File: src/rtl/alu_uart_ctrl_if.sv
// Signal bundle between the byte-stream ALU front end, the UART RX/TX pair and the ALU.
// master: the controller; slave: the UART/ALU side it talks to.
interface alu_uart_ctrl_if #(
  parameter int DATA_W = 8,
  parameter int OP_W   = 6
);
  logic [7:0]        rx_data;
  logic              rx_done;
  logic [7:0]        tx_data;
  logic              tx_start;
  logic              tx_busy;
  logic              tx_done;
  logic [DATA_W-1:0] alu_a;
  logic [DATA_W-1:0] alu_b;
  logic [OP_W-1:0]   alu_op;
  logic [DATA_W-1:0] alu_rdo;
  logic              alu_carry;
  logic              alu_zero;
  logic              busy;
  logic              rx_overrun;

  modport master (
    input  rx_data, rx_done, tx_busy, tx_done, alu_rdo, alu_carry, alu_zero,
    output tx_data, tx_start, alu_a, alu_b, alu_op, busy, rx_overrun
  );

  modport slave (
    output rx_data, rx_done, tx_busy, tx_done, alu_rdo, alu_carry, alu_zero,
    input  tx_data, tx_start, alu_a, alu_b, alu_op, busy, rx_overrun
  );
endinterface

File: src/rtl/alu_uart_ctrl.sv
// Byte-stream front end for the 8-bit ALU: receives A, B and opcode bytes,
// holds them on the ALU inputs, then returns a result byte and a flags byte.
// Flags byte layout: {illegal, 5'b0, carry, zero}; illegal opcodes force res/carry/zero to 0.
module alu_uart_ctrl #(
  parameter int DATA_W = 8,
  parameter int OP_W   = 6
) (
  input  logic           clk,
  input  logic           rst_n,
  alu_uart_ctrl_if.master bus
);

  typedef enum logic [2:0] {
    GET_A, GET_B, GET_OP, CALC, SEND_RES, WAIT_RES, SEND_FLG, WAIT_FLG
  } state_t;

  state_t            state;
  logic [DATA_W-1:0] res;
  logic [7:0]        flg;
  logic              illegal;

  // Opcode byte is legal only with the two top bits clear and a supported function code.
  function automatic logic op_legal(input logic [7:0] op_byte);
    logic known;
    case (op_byte[5:0])
      6'h20, 6'h22, 6'h24, 6'h25, 6'h26, 6'h03, 6'h02, 6'h27: known = 1'b1;
      default:                                                 known = 1'b0;
    endcase
    return (op_byte[7:6] == 2'b00) && known;
  endfunction

  // Frame sequencer: all outputs are registered here; busy mirrors "not in a GET_* state".
  always_ff @(posedge clk) begin
    if (!rst_n) begin
      state          <= GET_A;
      bus.alu_a      <= '0;
      bus.alu_b      <= '0;
      bus.alu_op     <= '0;
      bus.tx_data    <= '0;
      bus.tx_start   <= 1'b0;
      bus.busy       <= 1'b0;
      bus.rx_overrun <= 1'b0;
      res            <= '0;
      flg            <= '0;
      illegal        <= 1'b0;
    end else begin
      bus.tx_start <= 1'b0;
      // Any byte arriving while a frame is being processed or answered is lost.
      if (bus.rx_done && bus.busy) begin
        bus.rx_overrun <= 1'b1;
      end
      case (state)
        GET_A: begin
          if (bus.rx_done) begin
            bus.alu_a <= bus.rx_data[DATA_W-1:0];
            state     <= GET_B;
          end
        end
        GET_B: begin
          if (bus.rx_done) begin
            bus.alu_b <= bus.rx_data[DATA_W-1:0];
            state     <= GET_OP;
          end
        end
        GET_OP: begin
          if (bus.rx_done) begin
            bus.alu_op <= bus.rx_data[OP_W-1:0];
            illegal    <= !op_legal(bus.rx_data);
            bus.busy   <= 1'b1;
            state      <= CALC;
          end
        end
        CALC: begin
          // ALU inputs have been stable for a full cycle; sample its outputs once.
          res   <= illegal ? '0 : bus.alu_rdo;
          flg   <= {illegal, 5'b00000, !illegal && bus.alu_carry, !illegal && bus.alu_zero};
          state <= SEND_RES;
        end
        SEND_RES: begin
          if (!bus.tx_busy) begin
            bus.tx_start <= 1'b1;
            bus.tx_data  <= res;
            state        <= WAIT_RES;
          end
        end
        WAIT_RES: begin
          if (bus.tx_done) begin
            state <= SEND_FLG;
          end
        end
        SEND_FLG: begin
          if (!bus.tx_busy) begin
            bus.tx_start <= 1'b1;
            bus.tx_data  <= flg;
            state        <= WAIT_FLG;
          end
        end
        WAIT_FLG: begin
          if (bus.tx_done) begin
            illegal  <= 1'b0;
            bus.busy <= 1'b0;
            state    <= GET_A;
          end
        end
        default: state <= GET_A;
      endcase
    end
  end

endmodule

File: src/flat_wrapper.sv
// flat-port wrapper written by rule: the top's interface ports become plain ports
module alu_uart_ctrl_flat 
#(
  parameter int DATA_W = 8,
  parameter int OP_W   = 6
)
  (clk, rst_n, bus_rx_data, bus_rx_done, bus_tx_busy, bus_tx_done, bus_alu_rdo, bus_alu_carry, bus_alu_zero, bus_tx_data, bus_tx_start, bus_alu_a, bus_alu_b, bus_alu_op, bus_busy, bus_rx_overrun);
  alu_uart_ctrl_if #(.DATA_W(DATA_W), .OP_W(OP_W)) bus_i ();
  input  logic clk;
  input  logic rst_n;
  input wire logic [$bits(bus_i.rx_data)-1:0] bus_rx_data;
  input wire logic [$bits(bus_i.rx_done)-1:0] bus_rx_done;
  input wire logic [$bits(bus_i.tx_busy)-1:0] bus_tx_busy;
  input wire logic [$bits(bus_i.tx_done)-1:0] bus_tx_done;
  input wire logic [$bits(bus_i.alu_rdo)-1:0] bus_alu_rdo;
  input wire logic [$bits(bus_i.alu_carry)-1:0] bus_alu_carry;
  input wire logic [$bits(bus_i.alu_zero)-1:0] bus_alu_zero;
  output wire logic [$bits(bus_i.tx_data)-1:0] bus_tx_data;
  output wire logic [$bits(bus_i.tx_start)-1:0] bus_tx_start;
  output wire logic [$bits(bus_i.alu_a)-1:0] bus_alu_a;
  output wire logic [$bits(bus_i.alu_b)-1:0] bus_alu_b;
  output wire logic [$bits(bus_i.alu_op)-1:0] bus_alu_op;
  output wire logic [$bits(bus_i.busy)-1:0] bus_busy;
  output wire logic [$bits(bus_i.rx_overrun)-1:0] bus_rx_overrun;
  assign bus_i.rx_data = bus_rx_data;
  assign bus_i.rx_done = bus_rx_done;
  assign bus_i.tx_busy = bus_tx_busy;
  assign bus_i.tx_done = bus_tx_done;
  assign bus_i.alu_rdo = bus_alu_rdo;
  assign bus_i.alu_carry = bus_alu_carry;
  assign bus_i.alu_zero = bus_alu_zero;
  assign bus_tx_data = bus_i.tx_data;
  assign bus_tx_start = bus_i.tx_start;
  assign bus_alu_a = bus_i.alu_a;
  assign bus_alu_b = bus_i.alu_b;
  assign bus_alu_op = bus_i.alu_op;
  assign bus_busy = bus_i.busy;
  assign bus_rx_overrun = bus_i.rx_overrun;
  alu_uart_ctrl #(.DATA_W(DATA_W), .OP_W(OP_W)) u_core (.clk(clk), .rst_n(rst_n), .bus(bus_i));
endmodule
File: config.mk
export PLATFORM = sky130hd
export DESIGN_NAME = alu_uart_ctrl_flat
export DESIGN_NICKNAME = d
export VERILOG_FILES = /design/src/rtl/alu_uart_ctrl_if.sv /design/src/rtl/alu_uart_ctrl.sv /design/src/flat_wrapper.sv
export SDC_FILE = /design/constraint.sdc
export NUM_CORES = 1
export LEC_CHECK = 0
export CORE_ASPECT_RATIO = 1.25
export CORE_UTILIZATION = 47
export DETAILED_ROUTE_END_ITERATION = 8
export PLACE_DENSITY = 0.79
export SYNTH_ARGS = -nofsm -noshare
export SYNTH_HDL_FRONTEND = slang
export SYNTH_SLANG_ARGS = --single-unit
export TNS_END_PERCENT = 20
File: constraint.sdc
create_clock -name clk -period 1.9 [get_ports clk]
set_input_delay 0.57 -clock clk [delete_from_list [all_inputs] [get_ports clk]]
set_output_delay 0.57 -clock clk [all_outputs]
set_load 0.01 [all_outputs]
==> summary.md, run 1 <==
| Metric | Value |
|---|---|
| Result of the run | completed |
| Number of distinct standard cells referenced by the synthesized netlist | 34 |
| Final standard cell area without fillers | between 0.002 and 0.003 mm² |
| Setup crit start kind | flip-flop |
| Area overhead of the layout relative to synthesis | 36.96% |
| Antenna Nets Post-Route | 0 |
| Post-place setup slack | -0.1203 ns |
| Filler Cell Count | between 300 and 400 |
| CTS HTree Levels | 2 |
| Maximum frequency from static timing analysis | 559.2 MHz |
| Number of buffers and inverters on the critical path | 1 |
| Family with the most delay on the worst path | buffers and inverters |
| Drt initial violations | 60 |
| Source-to-sink clock delay at the later pin of the worst-skew pair | about 0.30 ns |
| Worst setup path category | reg -> out |
| Total placed cells including tap cells | between 300 and 400 |
| CP arrival | between 1 and 1.5 ns |
| Transition time at the pin with the least slew margin | 0.6545 ns |
| Critical path endpoint category | primary output |
| Die ar. | between 0.004 and 0.005 mm² |
| Total of cells resized after clock tree synthesis | 0 |
| Number of placement rows | 26 |
| Per-cell via count in the routed design | 5.049 |
| DR pass1 iterations | 4 |
| Maximum number of pins on one net before global-route repair | 23 |
| Clock transition at the registers of the reported paths | around 0.08 ns |
| Share of final-layout standard cells stronger than drive strength 1 | 0.1026 |
| DRC viols | 0 |
| Overall track demand over capacity in global routing | 0.2025 |
| Final Wtd Congestion | roughly 0.86 |
| Clock Tree Buf Depth | 2 |
| Number of cells in the finished layout apart from fillers | around 330 |
| Largest fanout on the critical path | 4 |
| Pleak | between 0.9 and 1 nW |
| Count of endpoints failing setup in the final report | 0 |
| Via total after detailed routing | around 1,700 |
| Mean instance size in the synthesized netlist | approximately 9.5 µm² |
| Half-perimeter wire length after detailed placement | ~3.0 mm |
| Fin Setup TNS | 0 ns |
| Part of the cycle the worst path needs | 0.9412 |
| Diode insertion count for antenna repair | 0 |
| Cell area after synthesis | ~0.002 mm² |
| Series of cell instances along the critical path | clkdlybuf4s50_1 |
| Largest stage delay on the critical path | ~0.55 ns |
| Grt total ovfl | 0 |
| Cells after Synth | 211 |
| Initial antenna violation count | 0 |
| Leading post-synthesis cells by cell area | dfxtp_1, mux2i_1, nand2_1 |
| Net total in the final layout | around 300 |
| Ys Warns | 0 |
| Slowest CP cell | clkdlybuf4s50_1 |
| Starting utilization of the core area | 0.4905 |
| Count of clock tree sinks | 48 |
| Core region area | about 0.0041 mm² |
| Worst Clk Skew | 0.007471 ns |
| Fin worst setup slack | roughly 0.11 ns |
| TritonCTS clock tree | built |
| Number of max-cap violations | 0 |
| Normalized max-slew margin | 0.5630 |
| Clock Root Buffer | clkbuf_8 |
| Syn_nets | between 200 and 250 |
| Maximum vdd ir drop | roughly 0.66 mV |
| Worst hold path type | reg -> reg |
| Library cell occupying the most area in the post-synthesis netlist | dfxtp_1 |
| Sequential area share after synthesis | 0.4779 |
| Setup Buffers After CTS | 0 |
| Setup repair after global routing missed its margin | false |
| Number of buffer cells added on primary ports | 55 |
| Boundary pin count | 56 |
| Vias in the first global route | roughly 1,500 |
| Global-route wire length before repair | between 6 and 7 mm |
| Die width | ~60 µm |
| Number of buffers added by the clock tree synthesis step | 5 |
| Area fraction of the dominant cell type after synthesis | 0.4779 |
| Detailed-route wire length per cell | between 10 and 15 µm |
| Max-slew violation count | 0 |
| Vertical extent of the die | approximately 75 µm |
| CTS Hold Bufs | 0 |
| Critical path data required time | 1.33 ns |
| Pwr dens | about 700 mW/mm² |
| FF+latch count, synth | between 40 and 50 |
| Drt total wl | 4.317 mm |
| Final critical-path required period | approximately 1.8 ns |
| Post-detailed-placement cell area | roughly 0.0027 mm² |
| Hold Vio Cnt, Final | 0 |
## flip-flops by register name, indices dropped and copies added (netlist names)
signal and count:
u_core.bus.tx_start 1, u_core.state 3, u_core.bus.busy 1, u_core.illegal 1
u_core.bus.alu_a 8, u_core.bus.rx_overrun 1, u_core.bus.alu_b 8, u_core.bus.alu_op 6
u_core.flg 3, u_core.res 8, u_core.bus.tx_data 8
## cells in the final DEF (no fill, tap or decap), types with 2 or more instances in the layout
cell	n
a21oi_1	13
dfxtp_1	48
nand3b_1	17
nand2_1	38
clkdlybuf4s50_1	55
buf_4	16
mux2i_1	17
nor2_1	12
nor2b_1	7
o211a_1	3
clkbuf_8	5
a21boi_1	15
and3b_1	2
o211ai_1	2
inv_2	2
## area by class of cell
| class | count | area (µm²) | share of cell area |
|---|---|---|---|
| clock inverter | 1 | 5.005 | 0.001817 |
| tap | 56 | 70.07 | 0.02544 |
| multi-input combinational | 144 | 947.2 | 0.3439 |
| inverter | 2 | 7.507 | 0.002726 |
| clock buffer | 6 | 72.57 | 0.02635 |
| sequential | 48 | 960.9 | 0.3489 |
| timing repair buffer | 72 | 690.7 | 0.2508 |
## synth_stat cells
library cell	number
dfxtp_1	48
nand2_1	38
mux2i_1	17
nand3b_1	17
a21boi_1	15
a21oi_1	13
nor2_1	12
buf_2	7
nor2b_1	7
clkbuf_1	6
o211a_1	3
and3b_1	2
buf_4	2
buf_6	2
inv_2	2
o211ai_1	2
a211oi_1	1
a31o_1	1
a31oi_1	1
and2_1	1
and4b_1	1
and4bb_1	1
nand2b_1	1
nand3_1	1
nand4_1	1
nor3b_1	1
nor3b_2	1
nor4_1	1
nor4b_4	1
nor4bb_4	1
o21ai_1	1
o311a_1	1
or3b_1	1
or4b_1	1
## worst paths after layout
kind / from / to / slack, ns / depth (start not counted)
worst max register to register: u_core.state[0] / u_core.bus.alu_b[2] / 0.25 / 4
worst min-delay path: u_core.res[1] / u_core.res[1] / 0.45 / 2
worst min register to register: u_core.res[1] / u_core.res[1] / 0.45 / 2
worst max-delay path: u_core.bus.busy / bus_busy / 0.11 / 1
## routing by layer
metal | global-route usage | share of wire | vias up | wire (µm)
met2 | 0.3248 | 0.48 | 33 | 2077
li1 | - | - | 849 | -
met3 | 0.04811 | 0.043 | 7 | 184
met1 | 0.2594 | 0.46 | 772 | 1982
met5 | 0 | 0 | - | 0
met4 | 0.08586 | 0.017 | 0 | 73
## tightest hold or removal path: stages, from the launching register on
cell and delay, ns:
dfxtp_1 0.31, nand2_1 0.05, a21boi_1 0.05
## logic make-up after synthesis
| group | after synthesis | synth area share |
|---|---|---|
| buffers and inverters | 19 | 0.05102 |
| muxes | 17 | 0.08463 |
| AOI/OAI and AO/OA | 38 | 0.1294 |
| DFF | 48 | 0.4779 |
| and+or+nand+nor | 89 | 0.2570 |
## per-stage QoR
step                      power [mW]  hold WS, ns  utilization
after floorplan                1.222       0.4301            -
after global placement         1.366       0.4381       0.6529
after detailed placement       1.369       0.4415       0.6529
final                          1.907       0.4485       0.6719
after global routing           1.997       0.4709       0.6719
after CTS                      1.932       0.4522       0.6719
## power by group
part	internal, mW	switching, mW	leakage [nW]
logic	0.162	0.114	0.567
clock network	0.250	0.310	0.0410
registers	1.04	0.0325	0.389
No activity file was read; power rests on OpenSTA's default activity.
==> run 2, diff against run 1 <==
--- a/config.mk
+++ b/config.mk
@@ -5,6 +5,7 @@
 export SDC_FILE = /design/constraint.sdc
 export NUM_CORES = 1
 export LEC_CHECK = 0
+export CAP_MARGIN = 20
 export CORE_ASPECT_RATIO = 1.25
 export CORE_UTILIZATION = 47
 export DETAILED_ROUTE_END_ITERATION = 8
==> results of run 2 <==
The final DEF is identical to that of run 1; final timing and power are the same.
